**src/rtl/mdr_pkg.sv**
```systemverilog
// Shared definitions for the memory data register: size codes, controller states
// and the access-size helper.
package mdr_pkg;

   localparam logic [1:0] SZ_BYTE = 2'b00;
   localparam logic [1:0] SZ_HALF = 2'b01;
   localparam logic [1:0] SZ_WORD = 2'b10;
   localparam logic [1:0] SZ_FULL = 2'b11;

   typedef enum logic [1:0] {
      IDLE    = 2'd0,
      RD_WAIT = 2'd1,
      WR_WAIT = 2'd2
   } mdr_state_e;

   // On a 32-bit datapath, SZ_FULL resolves to the same 4 bytes as a word.
   function automatic int access_bytes(input logic [1:0] sz, input int dw);
      case (sz)
         SZ_BYTE: access_bytes = 1;
         SZ_HALF: access_bytes = 2;
         SZ_WORD: access_bytes = 4;
         default: access_bytes = dw / 8;
      endcase
   endfunction

endpackage

```
**src/rtl/mdr_lane_align.sv**
```systemverilog
// Combinational lane logic: load extract/extend, store replication, byte enables
// and the alignment check.
module mdr_lane_align
   import mdr_pkg::*;
#(
   parameter int DATA_WIDTH = 32,
   parameter int OFF_W      = 2
) (
   input  logic [1:0]              size,
   input  logic                    sign_ext,
   input  logic [OFF_W-1:0]        byte_off,
   input  logic [DATA_WIDTH-1:0]   rdata,
   input  logic [DATA_WIDTH-1:0]   sdata,
   output logic [DATA_WIDTH-1:0]   load_val,
   output logic [DATA_WIDTH-1:0]   wdata,
   output logic [DATA_WIDTH/8-1:0] be,
   output logic                    aligned
);

   localparam int BW  = DATA_WIDTH / 8;
   localparam int BW1 = BW + 1;

   int                    nbytes;
   logic [OFF_W-1:0]      off_mask;
   logic [DATA_WIDTH-1:0] shifted;
   logic [DATA_WIDTH-1:0] mask;
   logic                  msb;
   logic [BW:0]           be_run;

   always_comb begin
      nbytes   = access_bytes(size, DATA_WIDTH);
      off_mask = OFF_W'(nbytes - 1);
      aligned  = (byte_off & off_mask) == '0;

      shifted  = rdata >> {byte_off, 3'b000};
      mask     = {DATA_WIDTH{1'b1}} >> (DATA_WIDTH - nbytes * 8);
      // mask ^ (mask >> 1) isolates the top bit of the selected lane
      msb      = |(shifted & (mask ^ (mask >> 1)));
      load_val = (shifted & mask) | ((sign_ext && msb) ? ~mask : '0);

      case (size)
         SZ_BYTE: wdata = {BW{sdata[7:0]}};
         SZ_HALF: wdata = {(BW/2){sdata[15:0]}};
         SZ_WORD: wdata = {(BW/4){sdata[31:0]}};
         default: wdata = sdata;
      endcase

      be_run = BW1'((1 << nbytes) - 1);
      be     = BW'(be_run << byte_off);
   end

endmodule

```
**src/rtl/mdr_mem_if.sv**
```systemverilog
// Memory data register with its memory-side request/acknowledge controller,
// wait-timeout and lane handling.
//
// state   | meaning
// --------+-----------------------------------------------------------
// IDLE    | no transfer; accepts mem_read > mem_write > MDRin
// RD_WAIT | load request out, waiting for mem_ack or timeout
// WR_WAIT | store request out, waiting for mem_ack or timeout
module mdr_mem_if
   import mdr_pkg::*;
#(
   parameter int                         DATA_WIDTH     = 32,
   parameter logic [DATA_WIDTH-1:0]      INIT           = '0,
   parameter int                         TIMEOUT_CYCLES = 16,
   parameter int                         OFF_W          = $clog2(DATA_WIDTH/8)
) (
   input  logic                    clock,
   input  logic                    clear,
   input  logic                    MDRin,
   input  logic [DATA_WIDTH-1:0]   BusMuxOut,
   input  logic [DATA_WIDTH-1:0]   Mdatain,
   input  logic                    mem_read,
   input  logic                    mem_write,
   input  logic [1:0]              size,
   input  logic                    sign_ext,
   input  logic [OFF_W-1:0]        byte_off,
   input  logic                    mem_ack,
   output logic                    mem_req,
   output logic                    mem_we,
   output logic [DATA_WIDTH/8-1:0] mem_be,
   output logic [DATA_WIDTH-1:0]   mem_wdata,
   output logic                    busy,
   output logic                    done,
   output logic                    misalign_err,
   output logic                    timeout_err,
   output logic [DATA_WIDTH-1:0]   BusMuxIn
);

   localparam int BW = DATA_WIDTH / 8;

   mdr_state_e            state_q, state_d;
   logic [DATA_WIDTH-1:0] q_q, q_d;
   logic [1:0]            size_q, size_d;
   logic                  sext_q, sext_d;
   logic [OFF_W-1:0]      off_q, off_d;
   logic                  req_q, req_d;
   logic                  we_q, we_d;
   logic [BW-1:0]         be_q, be_d;
   logic [DATA_WIDTH-1:0] wdata_q, wdata_d;
   logic                  done_q, done_d;
   logic                  mis_q, mis_d;
   logic                  tmo_q, tmo_d;
   logic [7:0]            cnt_q, cnt_d;

   logic [1:0]            al_size;
   logic                  al_sext;
   logic [OFF_W-1:0]      al_off;
   logic [DATA_WIDTH-1:0] al_load;
   logic [DATA_WIDTH-1:0] al_wdata;
   logic [BW-1:0]         al_be;
   logic                  al_aligned;

   // In IDLE the lane logic evaluates the incoming request; while waiting it
   // works from the latched access so the load path matches the request.
   assign al_size = (state_q == IDLE) ? size     : size_q;
   assign al_sext = (state_q == IDLE) ? sign_ext : sext_q;
   assign al_off  = (state_q == IDLE) ? byte_off : off_q;

   mdr_lane_align #(
      .DATA_WIDTH (DATA_WIDTH),
      .OFF_W      (OFF_W)
   ) u_lane (
      .size     (al_size),
      .sign_ext (al_sext),
      .byte_off (al_off),
      .rdata    (Mdatain),
      .sdata    (q_q),
      .load_val (al_load),
      .wdata    (al_wdata),
      .be       (al_be),
      .aligned  (al_aligned)
   );

   always_comb begin
      state_d = state_q;
      q_d     = q_q;
      size_d  = size_q;
      sext_d  = sext_q;
      off_d   = off_q;
      req_d   = req_q;
      we_d    = we_q;
      be_d    = be_q;
      wdata_d = wdata_q;
      done_d  = 1'b0;
      mis_d   = 1'b0;
      tmo_d   = tmo_q;
      cnt_d   = cnt_q;

      case (state_q)
         IDLE: begin
            if (mem_read || mem_write) begin
               if (!al_aligned) begin
                  mis_d = 1'b1;
               end else begin
                  size_d  = size;
                  sext_d  = sign_ext;
                  off_d   = byte_off;
                  req_d   = 1'b1;
                  we_d    = !mem_read;
                  be_d    = al_be;
                  wdata_d = al_wdata;
                  tmo_d   = 1'b0;
                  cnt_d   = 8'(TIMEOUT_CYCLES - 1);
                  state_d = mem_read ? RD_WAIT : WR_WAIT;
               end
            end else if (MDRin) begin
               q_d = BusMuxOut;
            end
         end
         RD_WAIT, WR_WAIT: begin
            if (mem_ack) begin
               if (state_q == RD_WAIT) q_d = al_load;
               done_d  = 1'b1;
               req_d   = 1'b0;
               we_d    = 1'b0;
               be_d    = '0;
               state_d = IDLE;
            end else if (cnt_q == 8'd0) begin
               tmo_d   = 1'b1;
               req_d   = 1'b0;
               we_d    = 1'b0;
               be_d    = '0;
               state_d = IDLE;
            end else begin
               cnt_d = cnt_q - 8'd1;
            end
         end
         default: begin
            req_d   = 1'b0;
            we_d    = 1'b0;
            be_d    = '0;
            state_d = IDLE;
         end
      endcase
   end

   always_ff @(posedge clock or negedge clear) begin
      if (!clear) begin
         state_q <= IDLE;
         q_q     <= INIT;
         size_q  <= SZ_BYTE;
         sext_q  <= 1'b0;
         off_q   <= '0;
         req_q   <= 1'b0;
         we_q    <= 1'b0;
         be_q    <= '0;
         wdata_q <= '0;
         done_q  <= 1'b0;
         mis_q   <= 1'b0;
         tmo_q   <= 1'b0;
         cnt_q   <= 8'd0;
      end else begin
         state_q <= state_d;
         q_q     <= q_d;
         size_q  <= size_d;
         sext_q  <= sext_d;
         off_q   <= off_d;
         req_q   <= req_d;
         we_q    <= we_d;
         be_q    <= be_d;
         wdata_q <= wdata_d;
         done_q  <= done_d;
         mis_q   <= mis_d;
         tmo_q   <= tmo_d;
         cnt_q   <= cnt_d;
      end
   end

   assign mem_req      = req_q;
   assign mem_we       = we_q;
   assign mem_be       = be_q;
   assign mem_wdata    = wdata_q;
   assign busy         = (state_q != IDLE);
   assign done         = done_q;
   assign misalign_err = mis_q;
   assign timeout_err  = tmo_q;
   assign BusMuxIn     = q_q;

endmodule

```
**config.mk**
```make
export PLATFORM = sky130hd
export DESIGN_NAME = mdr_mem_if
export DESIGN_NICKNAME = d
export VERILOG_FILES = /design/src/rtl/mdr_pkg.sv /design/src/rtl/mdr_lane_align.sv /design/src/rtl/mdr_mem_if.sv
export SDC_FILE = /design/constraint.sdc
export NUM_CORES = 1
export LEC_CHECK = 0
export ABC_CLOCK_PERIOD_IN_PS = 4800
export CAP_MARGIN = 0
export CELL_PAD_IN_SITES_DETAIL_PLACEMENT = 2
export CELL_PAD_IN_SITES_GLOBAL_PLACEMENT = 2
export CORE_ASPECT_RATIO = 1.75
export CORE_MARGIN = 1.5
export CORE_UTILIZATION = 31
export CTS_BUF_LIST = sky130_fd_sc_hd__clkbuf_16
export CTS_CLUSTER_DIAMETER = 60
export DETAILED_ROUTE_END_ITERATION = 8
export PLACE_DENSITY = 0.95
export SYNTH_ARGS = -nofsm -noshare
export SYNTH_HDL_FRONTEND = slang
export SYNTH_SLANG_ARGS = --single-unit
```
**constraint.sdc**
```tcl
create_clock -name clock -period 4.8 [get_ports clock]
set_input_delay 1.2 -clock clock [delete_from_list [all_inputs] [get_ports clock]]
set_output_delay 1.2 -clock clock [all_outputs]
set_load 0.03 [all_outputs]
```
Yosys cells after proc, flatten, opt, wreduce, memory -nomap -nowiden
Cells that the tools add are included.
{"block": "op_classes", "add_sub_neg": 4, "multipliers": 0, "div_mod_pow": 0, "n_lt_le_gt_ge": 0, "eq_ne": 13, "shift": 4, "n_mux": 45, "bitwise": 6, "n_reduce_logical": 16}
{"cell": "$mux W32", "n": 5}
{"cell": "$pmux W32 S2", "n": 2}
{"cell": "$and A32 B32 Y32", "n": 2}
{"cell": "$mux W8", "n": 4}
{"cell": "$not A32 Y32", "n": 1}
{"cell": "$or A32 B32 Y32", "n": 1}
{"cell": "$reduce_or A32 Y1", "n": 1}
{"cell": "$shr A32 B32 Y32 const A", "n": 1}
{"cell": "$shr A32 B5 Y32", "n": 1}
{"cell": "$xor A32 B31 Y32", "n": 1}
{"cell": "$mux W1", "n": 16}
{"cell": "$mux W4", "n": 4}
{"cell": "$ne A2 B2 Y1 const B", "n": 8}
{"cell": "$pmux W8 S2", "n": 1}
{"cell": "$reduce_and A5 Y1", "n": 3}
{"cell": "$mux W2", "n": 7}
{"cell": "$logic_not A8 Y1", "n": 1}
{"cell": "$pmux W4 S2", "n": 1}
{"cell": "$sub A8 B1 Y8 const B", "n": 1}
{"cell": "$sub A6 B6 Y7 const A", "n": 1}
{"cell": "$logic_not A2 Y1", "n": 3}
{"cell": "$pmux W1 S2", "n": 3}
{"cell": "$pmux W3 S2", "n": 1}
{"cell": "$reduce_and A3 Y1", "n": 2}
{"cell": "15 further kinds", "n": 17}
{"block": "totals", "register_bits": 88, "latch_bits": 0, "ramBits": 0, "rom_bits": 0, "out_inout_bits": 74, "wordCells": 101, "n_memories": 0}

Longest topological paths before layout
{"block": "logic_depth", "word_depth": 15, "ltp_mapped": 11, "mapped_depth_nobuf": 7}

Cells and area by module
From an unflattened synthesis, not the netlist that was laid out.
{"block": "unflattened", "cells_unflattened": 514, "hier_area_um2": 5134.9}
{"module": "mdr_mem_if", "n_inst": 1, "cells_per_inst": 313, "area_each_um2": 3842.4}
{"module": "mdr_lane_align", "n_inst": 1, "cells_per_inst": 201, "area_each_um2": 1292.5}

Least setup slack after synthesis
Ideal clock, no wire load.
{"block": "synth_path", "path_kind": "input -> register", "startpoint": "input size[1]", "endpoint": "register q_q[21] (netlist: BusMuxIn[21])", "setup_time_ns": 0.081, "arrival_ns": 2.696, "setup_slack_ns": 2.023, "cell_stages": 7, "n_path_buf": 2, "path_cell_list": "buf_2 inv_1 o41ai_2 a32o_2 o31ai_4 buf_6 a31oi_2"}
{"block": "synth_via", "elab_chain_len": 14}
{"element": "from (decl)", "line_no": "mdr_mem_if.sv:24", "rtl": "input logic [1:0] size,"}
{"element": "$mux W2 *", "line_no": "mdr_mem_if.sv:65", "rtl": "assign al_size = (state_q == IDLE) ? size : size_q;"}
{"element": "$eq A2 B1 Y1 or $logic_not A2 Y1 (tied branches)", "line_no": "mdr_pkg.sv:18", "rtl": "case (sz)"}
{"element": "$pmux W3 S2 *", "line_no": "mdr_pkg.sv:18"}
{"element": "$sub A6 B6 Y7 *", "line_no": "mdr_lane_align.sv:36", "rtl": "mask = {DATA_WIDTH{1'b1}} >> (DATA_WIDTH - nbytes * 8);"}
{"element": "$shr A32 B32 Y32 *", "line_no": "mdr_lane_align.sv:36"}
{"element": "$xor A32 B31 Y32", "line_no": "mdr_lane_align.sv:38", "rtl": "msb = |(shifted & (mask ^ (mask >> 1)));"}
{"element": "$and A32 B32 Y32", "line_no": "mdr_lane_align.sv:38"}
{"element": "$reduce_or A32 Y1", "line_no": "mdr_lane_align.sv:38"}
{"element": "$logic_and A1 B1 Y1", "line_no": "mdr_lane_align.sv:39", "rtl": "load_val = (shifted & mask) | ((sign_ext && msb) ? ~mask : '0);"}
{"element": "$mux W32", "line_no": "mdr_lane_align.sv:39"}
{"element": "$or A32 B32 Y32 *", "line_no": "mdr_lane_align.sv:39"}
{"element": "$mux W32 *", "line_no": "mdr_mem_if.sv:122", "rtl": "if (state_q == RD_WAIT) q_d = al_load;"}
{"element": "$mux W32 *", "line_no": "mdr_mem_if.sv:121", "rtl": "if (mem_ack) begin"}
{"element": "$pmux W32 S2 *", "line_no": "mdr_mem_if.sv:99", "rtl": "case (state_q)"}
{"element": "to (signal assigned)", "line_no": "mdr_mem_if.sv:164", "rtl": "q_q <= q_d;"}
{"element": "to (decl)", "line_no": "mdr_mem_if.sv:42", "rtl": "logic [DATA_WIDTH-1:0] q_q, q_d;"}
Every way passes the cells marked *; elsewhere a longest branch is shown, timed or not. The select of a mux whose other input is x is not followed.
A chain may end at the register's enable or synchronous reset.

Final worst setup path
{"block": "layout_path", "startpoint": "input size[1]", "endpoint": "register cnt_q[3]"}
{"block": "layout_via", "elab_chain_len": 8}
{"element": "$mux W2 *", "line_no": "mdr_mem_if.sv:65"}
{"element": "$eq A2 B1 Y1 or $logic_not A2 Y1 (tied branches)", "line_no": "mdr_pkg.sv:18"}
{"element": "$pmux W3 S2 *", "line_no": "mdr_pkg.sv:18"}
{"element": "$sub A2 B1 Y2 *", "line_no": "mdr_lane_align.sv:32", "rtl": "off_mask = OFF_W'(nbytes - 1);"}
{"element": "$and A2 B2 Y2 *", "line_no": "mdr_lane_align.sv:33", "rtl": "aligned = (byte_off & off_mask) == '0;"}
{"element": "$logic_not A2 Y1 *", "line_no": "mdr_lane_align.sv:33"}
{"element": "$ne A2 B2 Y1 (no line) *"}
{"element": "$reduce_and A5 Y1 (no line) *"}
{"element": "to (signal assigned)", "line_no": "mdr_mem_if.sv:175", "rtl": "cnt_q <= cnt_d;"}
{"element": "to (decl)", "line_no": "mdr_mem_if.sv:53", "rtl": "logic [7:0] cnt_q, cnt_d;"}
Every way passes the cells marked *; elsewhere a longest branch is shown, timed or not.

==> results.toml <==
[run_status]
status = "finished with violations"
violations = "DRC"

[clock_tree]
clock-sinks = 87
root_buffer = "clkbuf_16"
ctsHoldBuffers = 0
cts_repair_resize_count = 0
path_clk_slew_ps = 70
clk-insertion-delay-late_ps = 360
max-clock-path-buffers = 2
postCtsSetupRepairBufs = 0
cts_buffers = 9
cts_tree = "yes"
h-tree-depth = 3

[sta]
clock-skew-final_ps = 13.5
hold_viol_final = 0
worst_slack_ps = 834
finalSetupViolCount = 0
max_slew_margin = 0.349
slew_violations = 0
max_freq_mhz = 252
rsz0062_at_grt = "no"
fin_crit_ps = 3970
fin_tns_setup_ps = 0
timing.final.crit_share = 0.826
worstMarginPinSlew_ps = 971

[synth]
synth.top_cells.by_area = "dfrtp_1, nand2_1, mux2i_1"
synth_edf_count = 0
synthFlopType = "dfrtp_1"
synth_top_area_frac = 0.437
postSynthCellCount = 519
synth_nets = 598
synth_top_cell_by_area = "dfrtp_1"
yosysWarnings = 0
synth.distinct_cells = 62
ys_ff_latch = 87
ys_seq_area_frac = 0.437
postSynthAreaPerCell_um2 = 9.59
syn_area_um2 = 4980
async_flop_share = 1.00

[grt]
grt_pass1_vias = 5717
grt.total_usage = 0.275
grt_pass1_wl_um = 34500
antenna_found_initial = 0
grt-ovfl-total = 0
grt_max_degree = 53

[cells_and_area]
mostFrequentLayoutCells = "clkdlybuf4s50_1, nand2_1, dfrtp_1"
fin_cells = 841
syn2layout_area_growth_pct = 37.6
nets = 726
antennaDiodeCount = 0
final_common_cell = "clkdlybuf4s50_1"
drive_gt1_frac = 0.0920

[setup_path]
critPathMaxStageDelay_ps = 760
rrSetupSlack_ps = 990
path_cells = "clkdlybuf4s50_1, nor3b_1, nor2_1, a21o_1, nor2_1, or3b_1"
crit_fanout = 14
crit_type = "in -> reg"
cp.arrival_ps = 4190
worst_ep_required_time_ps = 5030
crit_path_end_kind = "register"
cp_slowest_cell = "nor2_1"
crit_buf_inv = 1
cpLargestDelayFamily = "simple AND/OR/NAND/NOR gates"
crit_path_frequent_cell = "nor2_1"
cp-start-kind = "input port"

[power_and_ir_drop]
ir_worst_vdd_mv = 0.291
p_leak_nw = 2.79
p_per_area_nw_per_um2 = 792

[floorplan]
dieHeight_um = 171
die-area_um2 = 16900
num_rows = 61
initial_core_util = 0.315
die_w_um = 98.8
core_area_um2 = 15800
ios = 149

[placed_design]
numPlacedInstances = 825
dp_slack_ps = 555
portBuffers = 148
place_congestion = 0.961
dp_hpwl_um = 16800

[detailed_routing]
drc = 6
totalWireLength_um = 22400
routed_via_density = 5.87
postRouteAntennaNets = 0
wl_per_cell_um = 26.6
dr_total_vias = 4934
dr.pass1.iters = 7
drt-initial-drc-count = 320

[hold_path]
min_path_type = "reg -> reg"

[run]
cap_viol_max_count = 0
synthesized netlist by cell type (all sizes together) (4+ instances only):
cell type  count
a222oi         8
nor2          26
nand2        101
o2bb2ai        8
a21o           8
mux2          12
nand4          8
mux2i         38
clkbuf        17
a21boi        15
a31oi         32
dfrtp         87
nor3b          5
nand3b         8
a21oi          9
buf           25
o21ai         52
or3            5
ha             4
inv           13
cell type report:
| class | count | area, um^2 |
|---|---|---|
| Sequential cell | 87 | 2180 |
| Multi-Input combinational cell | 377 | 2530 |
| Clock buffer | 9 | 225 |
| Tap cell | 189 | 236 |
| Timing Repair Buffer | 159 | 1560 |
| Clock inverter | 7 | 77.6 |
| Fill cell | 1663 | 8940 |
| Inverter | 13 | 48.8 |
routing by layer:
metal | vias to the layer above | track usage | part of all wire | wire length [um]
li1 | 2127 | - | - | -
met1 | 2510 | 0.285 | 0.35 | 7820
met2 | 219 | 0.507 | 0.54 | 12100
met3 | 78 | 0.0417 | 0.043 | 952
met4 | 0 | 0.184 | 0.069 | 1550
met5 | - | 0 | 0 | 0
path summary, 6_finish.rpt:
check / start / to / cells past startpoint
max in group asynchronous: clear / mem_wdata[23] / 2
min: mem_wdata[4] / mem_wdata[4] / 1
max: size[1] / cnt_q[3] / 6
min in group asynchronous: clear / mem_wdata[5] / 1
min reg2reg: mem_wdata[4] / mem_wdata[4] / 1
max reg2reg: state_q[1] / BusMuxIn[16] / 9
per-stage QoR:
step                hold WS (ps)  power (mW)  cell area (um^2)   util
global route                 528        5.68              6850  0.434
detailed placement           492        4.62              6550  0.415
CTS                          507        5.43              6850  0.434
floorplan                    473        3.31              4980      -
global placement             470        4.39              6550  0.415
finish                       499        5.43              6850  0.434
power breakdown:
part           leakage (nW)  internal, mW  switching [mW]
clock network         0.147         0.409           0.331
logic                  1.58          1.20            2.02
registers              1.06          1.06           0.409
total                  2.79          2.67            2.76
flip-flops by register name (all words and copies together), names as in the netlist, 2 cells and up:
name and flops:
cnt_q 8, state_q 2, size_q 2, mem_be 4, off_q 2, mem_wdata 32
BusMuxIn 32
cells by family after synthesis:
kind of cell | after synthesis | synth area share
and+or+nand+nor | 167 | 0.154
AOI/OAI and AO/OA | 155 | 0.232
DFF | 87 | 0.437
buffers and inverters | 55 | 0.0568
muxes | 50 | 0.108
adders and majority gates | 4 | 0.0101
xor gates and xnor gates | 1 | 0.00176
worst register-to-register path: stages (launching register included):
cell,delay [ps]
dfrtp_1,420
inv_1,70
ha_1,560
buf_4,340
mux2i_2,300
buf_4,370
mux2i_1,310
o22ai_1,180
o31ai_4,810
a31oi_1,280
(Power assumes the default switching activity.)
